**src/rtl/branch_pc_unit.sv**
```systemverilog
// Program-counter and branch-resolution stage: resolves branch opcodes against ALU
// flags, owns the PC, emits the BL link write, a one-cycle flush, HALT and a taken count.
module branch_pc_unit #(
  parameter logic [31:0] RESET_PC = 32'h0000_0000,
  parameter int          OFF_W    = 22,
  parameter logic [4:0]  LINK_REG = 5'd31,
  parameter int          CNT_W    = 16
) (
  input  logic              clk,
  input  logic              rst,
  input  logic              stall,
  input  logic              instr_valid,
  input  logic [3:0]        br_op,
  input  logic [OFF_W-1:0]  br_offset,
  input  logic [31:0]       reg_target,
  input  logic              neg_in,
  input  logic              zero_in,
  input  logic              carry_in,
  output logic [31:0]       pc,
  output logic              flush,
  output logic              link_we,
  output logic [4:0]        link_addr,
  output logic [31:0]       link_data,
  output logic              halted,
  output logic [CNT_W-1:0]  taken_cnt
);

  // state | meaning
  // RUN   | issuing; resolve br_op when instr_valid
  // FLUSH | one cycle squashing the wrong-path instruction after a taken branch
  // HALT  | HALT executed; frozen until rst
  typedef enum logic [1:0] {S_RUN, S_FLUSH, S_HALT} state_t;

  localparam logic [3:0] OP_B    = 4'd1;
  localparam logic [3:0] OP_BR   = 4'd2;
  localparam logic [3:0] OP_BLTZ = 4'd3;
  localparam logic [3:0] OP_BZ   = 4'd4;
  localparam logic [3:0] OP_BNZ  = 4'd5;
  localparam logic [3:0] OP_BL   = 4'd6;
  localparam logic [3:0] OP_BCY  = 4'd7;
  localparam logic [3:0] OP_BNCY = 4'd8;
  localparam logic [3:0] OP_HALT = 4'd9;

  state_t      state;
  logic [31:0] pc_inc;
  logic [31:0] off_ext;
  logic [31:0] rel_target;
  logic [31:0] br_target;
  logic [31:0] next_target;
  logic        cond_taken;

  assign link_addr  = LINK_REG;
  assign pc_inc     = pc + 32'd4;
  assign off_ext    = {{(32-OFF_W){br_offset[OFF_W-1]}}, br_offset};
  assign rel_target = pc_inc + (off_ext << 2);
  // masking keeps every reg_target bit in use while forcing word alignment
  assign br_target  = reg_target & ~32'd3;

  always_comb begin
    cond_taken  = 1'b0;
    next_target = rel_target;
    case (br_op)
      OP_B:    cond_taken = 1'b1;
      OP_BR: begin
        cond_taken  = 1'b1;
        next_target = br_target;
      end
      OP_BLTZ: cond_taken = neg_in;
      OP_BZ:   cond_taken = zero_in;
      OP_BNZ:  cond_taken = ~zero_in;
      OP_BL:   cond_taken = 1'b1;
      OP_BCY:  cond_taken = carry_in;
      OP_BNCY: cond_taken = ~carry_in;
      default: cond_taken = 1'b0;
    endcase
  end

  always_ff @(posedge clk) begin
    if (rst) begin
      state     <= S_RUN;
      pc        <= RESET_PC;
      flush     <= 1'b0;
      link_we   <= 1'b0;
      link_data <= 32'd0;
      halted    <= 1'b0;
      taken_cnt <= '0;
    end else if (!stall) begin
      case (state)
        S_RUN: begin
          flush   <= 1'b0;
          link_we <= 1'b0;
          if (instr_valid) begin
            if (br_op == OP_HALT) begin
              halted <= 1'b1;
              state  <= S_HALT;
            end else if (cond_taken) begin
              pc    <= next_target;
              flush <= 1'b1;
              state <= S_FLUSH;
              if (!(&taken_cnt)) taken_cnt <= taken_cnt + CNT_W'(1);
              if (br_op == OP_BL) begin
                link_we   <= 1'b1;
                link_data <= pc_inc;
              end
            end else begin
              pc <= pc_inc;
            end
          end
        end
        S_FLUSH: begin
          flush   <= 1'b0;
          link_we <= 1'b0;
          state   <= S_RUN;
        end
        S_HALT: begin
          flush   <= 1'b0;
          link_we <= 1'b0;
          halted  <= 1'b1;
        end
        default: state <= S_RUN;
      endcase
    end
  end

endmodule

```
**config.mk**
```make
export PLATFORM = sky130hd
export DESIGN_NAME = branch_pc_unit
export DESIGN_NICKNAME = d
export VERILOG_FILES = /design/src/rtl/branch_pc_unit.sv
export SDC_FILE = /design/constraint.sdc
export NUM_CORES = 1
export LEC_CHECK = 0
export ABC_AREA = 1
export CAP_MARGIN = 20
export CORE_MARGIN = 2
export CORE_UTILIZATION = 45
export DETAILED_ROUTE_END_ITERATION = 7
export PLACE_DENSITY = 0.73
export SLEW_MARGIN = 20
export SYNTH_ARGS = -nofsm -noshare
export SYNTH_HDL_FRONTEND = slang
export SYNTH_SLANG_ARGS = --single-unit
```
**constraint.sdc**
```tcl
create_clock -name clk -period 4.2 [get_ports clk]
set_clock_uncertainty 0.15 [all_clocks]
set_input_delay 1.05 -clock clk [delete_from_list [all_inputs] [get_ports clk]]
set_output_delay 1.05 -clock clk [all_outputs]
set_load 0.01 [all_outputs]
```
-- After elaboration in Yosys (flattened, before gate mapping)
Index checks and enable logic that the tools add are counted.
- add/subtract/negate cells: 3
- equal/unequal tests: 14
- mux-type cells: 19
- bitwise operators: 6
- reductions and logical operators: 12
- operator list (cell ; number):
    2-to-1 mux 32 bit ; 2
    adder 32 x 3 -> 32 bit, second input constant ; 1
    adder 32 bit ; 1
    adder 16 x 1 -> 16 bit, second input constant ; 1
    == test 4 x 3 -> 1 bit, second input constant ; 4
    AND reduction 16 bit ; 1
    AND reduction 4 bit ; 3
    AND reduction 6 bit ; 2
    2-to-1 mux 1 bit ; 9
    == test 4 x 2 -> 1 bit, second input constant ; 2
    == test 4 bit, second input constant ; 2
    2-to-1 mux 2 bit ; 3
    inverter 1 bit ; 6
    case mux 1 bit (2 select lines) ; 3
    case mux 1 bit (6 select lines) ; 1
    == test 4 x 1 -> 1 bit, second input constant ; 1
    inequality test 2 bit, second input constant ; 2
    case mux 2 bit (2 select lines) ; 1
    nonzero test 2 bit ; 2
    inequality test 3 bit, second input constant ; 1
    OR reduction 3 bit ; 1
    == test 2 x 1 -> 1 bit, second input constant ; 1
    == test 2 bit, second input constant ; 1
    zero test 2 bit ; 1
    other kinds (2) ; 2
- flip-flop bits (word level): 85
- bits of input ports: 65
- output and inout bits: 88
- word-level logic and storage cells: 61

-- Depth between registers and ports, before layout
- depth in word-level cells: 7
- mapped depth: 24
- depth with buffers taken out: 24

-- Worst setup path after synthesis
No wires, ideal clock.
- kind: flip-flop to flip-flop
- from: reg pc[2]
- to: reg pc[18]
- setup time: 132 ps
- arrival: 2696 ps
- data required time: 3918 ps
- setup slack: 1221 ps
- stages on the path, launching flop included: 21
- path buffers: 0
- period minus slack after synthesis: 2979 ps
- path through: dfxtp_1 ha_1 nand2_1 nor2_2 nand2_1 nor2_2 nand4_1 xor2_1 inv_1 ha_1 nand2_1 inv_1 nand2_1 inv_1 nand2_1 nand3_1 or2_2 nand3_1 nand3_1 nand2_1 a21oi_1
- word-level cells in the longest chain between the ends: 4
- ends and longest elaborated chain (what ; line ; text):
    from (decl) ; 19 ; output logic [31:0] pc,
    from (signal assigned) ; 97 ; pc <= next_target;
    from (signal assigned) ; 106 ; pc <= pc_inc;
    adder 32 x 3 -> 32 bit ; 53 ; assign pc_inc = pc + 32'd4;
    named net pc_inc[16] ; 45 ; logic [31:0] pc_inc;
    adder 32 bit ; 55 ; assign rel_target = pc_inc + (off_ext << 2);
    2-to-1 mux 32 bit ; 62 ; case (br_op)
    2-to-1 mux 32 bit ; 96 ; end else if (cond_taken) begin
The timed path passes the listed nets, and every way through them passes these cells.
A chain may end at the register's enable or synchronous reset.

-- Worst setup path in the final report
- from: reg pc[2]
- to: reg pc[29]
Same word-level chain as after synthesis.

==> flow_metrics.env <==
export IMPL_clkSlewWorstSetupHoldPaths_ps=60
export IMPL_setup_viol=0
export IMPL_cts_tree="built"
export IMPL_synthToLayoutAreaGrowth_pct=26.5
export IMPL_ys_warn_count=0
export IMPL_path_common_cell="nand2_1"
export IMPL_leakagePower_nw=3.96
export IMPL_synth_common_cells="nand2_1, inv_1, a21oi_1"
export IMPL_yosysUniqueCellTypes=42
export IMPL_clock_sink_count=81
export IMPL_p_total_mw=2.14
export IMPL_drive_gt1_share_pct=4.68
export IMPL_grt_pass1_wl_um=34500
export IMPL_fp_dieArea_mm2=0.0161
export IMPL_dr_pass1_iters=6
export IMPL_holdBufCountCts=0
export IMPL_cp_cell_sequence="ha_1, nand2_1, nor2_2, nand2_1, nor2_2, nand4_1, xor2_1, inv_1, ha_1, nand2_1, nor2_1, nand2_1, nor4_1, nand2_1, nand2_1, nand2_1, nand3_1, nand2_1, nand2_1, a21oi_1"
export IMPL_synth_area_leaders="dfxtp_1, nand2_1, a21oi_1, inv_1, ha_1"
export IMPL_cap_violations=0
export IMPL_rows=44
export IMPL_ant_nets=0
export IMPL_totalWireLength_um=21300
export IMPL_start_kind="flop"
export IMPL_critical_path_arrival_ps=3880
export IMPL_coreArea_mm2=0.0146
export IMPL_die_x_um=127
export IMPL_die_y_um=127
export IMPL_cts_root_buf="clkbuf_16"
export IMPL_gp_congestion=0.948
export IMPL_drcViolationCount=0
export IMPL_synth_top_cell_by_area="dfxtp_1"
export IMPL_cp_end_kind="flop"
export IMPL_synth_edf_count=0
export IMPL_fmax_mhz=262
export IMPL_fillers=1474
export IMPL_syn_area_per_cell_um2=6.02
export IMPL_yosysSeqAreaShare_pct=23.9
export IMPL_io_buffers=141
export IMPL_seq_area_mm2=0.00162
export IMPL_worstMarginPinSlew_ps=790
export IMPL_worstSetupPathType="reg2reg"
export IMPL_cp_slowest_cell="dfxtp_1"
export IMPL_multi_input_area_mm2=0.00440
export IMPL_drt_iter0_markers=702
export IMPL_ys_seq_elements=81
export IMPL_routedWlPerCell_um=14.7
export IMPL_fin_nets=1361
export IMPL_dpl_hpwl_um=16900
export IMPL_yosysMostFrequentCell="nand2_1"
export IMPL_p_per_area_mw_per_mm2=249
export IMPL_cts_buffers=9
export IMPL_grt_pass1_vias=6930
export IMPL_tns_ps=0
export IMPL_finalCritPeriodShare_pct=90.7
export IMPL_rsz0062_at_grt="no"
export IMPL_clk_insertion_delay_late_ps=340
export IMPL_grt_overflow=0
export IMPL_ios=153
export IMPL_cts_setup_buffers=0
export IMPL_min_path_type="reg2reg"
export IMPL_synthDominantCellAreaShare_pct=23.9
export IMPL_slew_headroom_pct=47.3
export IMPL_antenna_found_initial=0
export IMPL_async_flop_share_pct=0
export IMPL_max_stage_delay_ps=390
export IMPL_maxSlewViolCount=0
export IMPL_grt_max_degree=45
export IMPL_syn_instance_count=1129
export IMPL_routed_via_density=5.22
export IMPL_track_usage_pct=26.7
export IMPL_worst_path_max_fanout=5
export IMPL_post_cts_resized=0
export IMPL_final_hold_violation_count=0
export IMPL_status="complete, no violations"
export IMPL_synth_area_mm2=0.00680
export IMPL_num_vias=7541
export IMPL_synth_ff_type="dfxtp_1"
export IMPL_clockBufferDepth=2
export IMPL_cp_required_ps=4270
export IMPL_peakVddDrop_uv=237
export IMPL_antenna_cells=0
export IMPL_final_min_clock_period_ps=3810
export IMPL_h_tree_depth=3
export IMPL_start_util_pct=46.4
layout by cell type, fill, tap and decap left out, types with 5 or more instances in the layout:
master	synthesis	routed
clkbuf_16	0	9
o21ai_0	48	48
xor2_1	23	23
dfxtp_1	81	81
a21oi_1	113	113
nand2_2	7	7
buf_4	10	9
nand2_1	335	335
nor3_1	20	20
or2_2	6	6
inv_1	150	150
conb_1	2	9
ha_1	40	40
nand3_1	71	71
nor2_1	95	95
nor2_2	5	5
xnor2_1	15	15
a31oi_1	5	5
clkdlybuf4s50_1	0	141
o211ai_1	19	19
inv_2	6	6
nand4_1	15	15
final timing paths:
kind,from,to,slack [ps],depth (start not counted)
min,link_we$_SDFFE_PP0P_,link_we$_SDFFE_PP0P_,320,2
max,pc[2]$_SDFFE_PP0P_,pc[29]$_SDFFE_PP0P_,390,20
min reg2reg,link_we$_SDFFE_PP0P_,link_we$_SDFFE_PP0P_,320,2
max reg2reg,pc[2]$_SDFFE_PP0P_,pc[29]$_SDFFE_PP0P_,390,20
critical path, delay by kind of cell, from the launching register on:
family	cells	cell delay [ps]
flops	1	390
xor+xnor	1	250
fa+ha+maj	2	640
compound gates	1	60
simple gates	15	2100
buf+inv	1	70
stage by stage:
step | hold WS [ps] | instance area, um^2 | util (%) | worst slack (ps) | cells
after floorplan | 322 | 6820 | - | 1220 | 1136
after global placement | 302 | 8310 | 56.8 | 558 | 1428
after detailed placement | 308 | 8310 | 56.8 | 500 | 1428
after CTS | 318 | 8600 | 58.7 | 442 | 1444
after global routing | 354 | 8600 | 58.7 | 52.1 | 1444
final | 317 | 8600 | 58.7 | 389 | 1444
cells by family (layout without fill, tap and decap cells):
family                     after synthesis  in the layout  share of synthesized area [%]
xor gates and xnor gates                38             38                           4.90
other                                    2              9                          0.110
DFF                                     81             81                           23.9
and+or+nand+nor                        572            572                           35.9
adders and majority gates               41             41                           7.66
AOI/OAI and AO/OA                      197            197                           15.7
buffers and inverters                  198            322                           11.9
registers in the layout, summed over array words and instances, names as in the netlist:
signal,count
link_data,30
pc,30
taken_cnt,16
state,2
flush,1
halted,1
link_we,1
where the power goes:
group          internal [mW]  switching, mW  total, mW
Sequential             0.791         0.0343      0.826
Combinational          0.235          0.327      0.562
Clock                  0.432          0.324      0.756
routing by layer:
| layer | wire (um) | track usage, % | share of wire, % | vias to the layer above |
|---|---|---|---|---|
| met1 | 9660 | 36.1 | 45 | 3333 |
| met3 | 1520 | 4.81 | 7.1 | 40 |
| met5 | 0 | 0 | 0 | - |
| met4 | 543 | 8.08 | 2.6 | 0 |
| met2 | 9560 | 43.5 | 45 | 291 |
| li1 | - | - | - | 3877 |
area by class of cell:
cell class	count	area share (%)
flip-flops and latches	81	18.9
inverters	156	6.81
well taps	184	2.68
multi-input cells	857	51.1
repair buffers	150	17.2
clock buffers	12	2.98
clock inverters	4	0.320
Note: power is estimated with default switching activity, not from simulation.
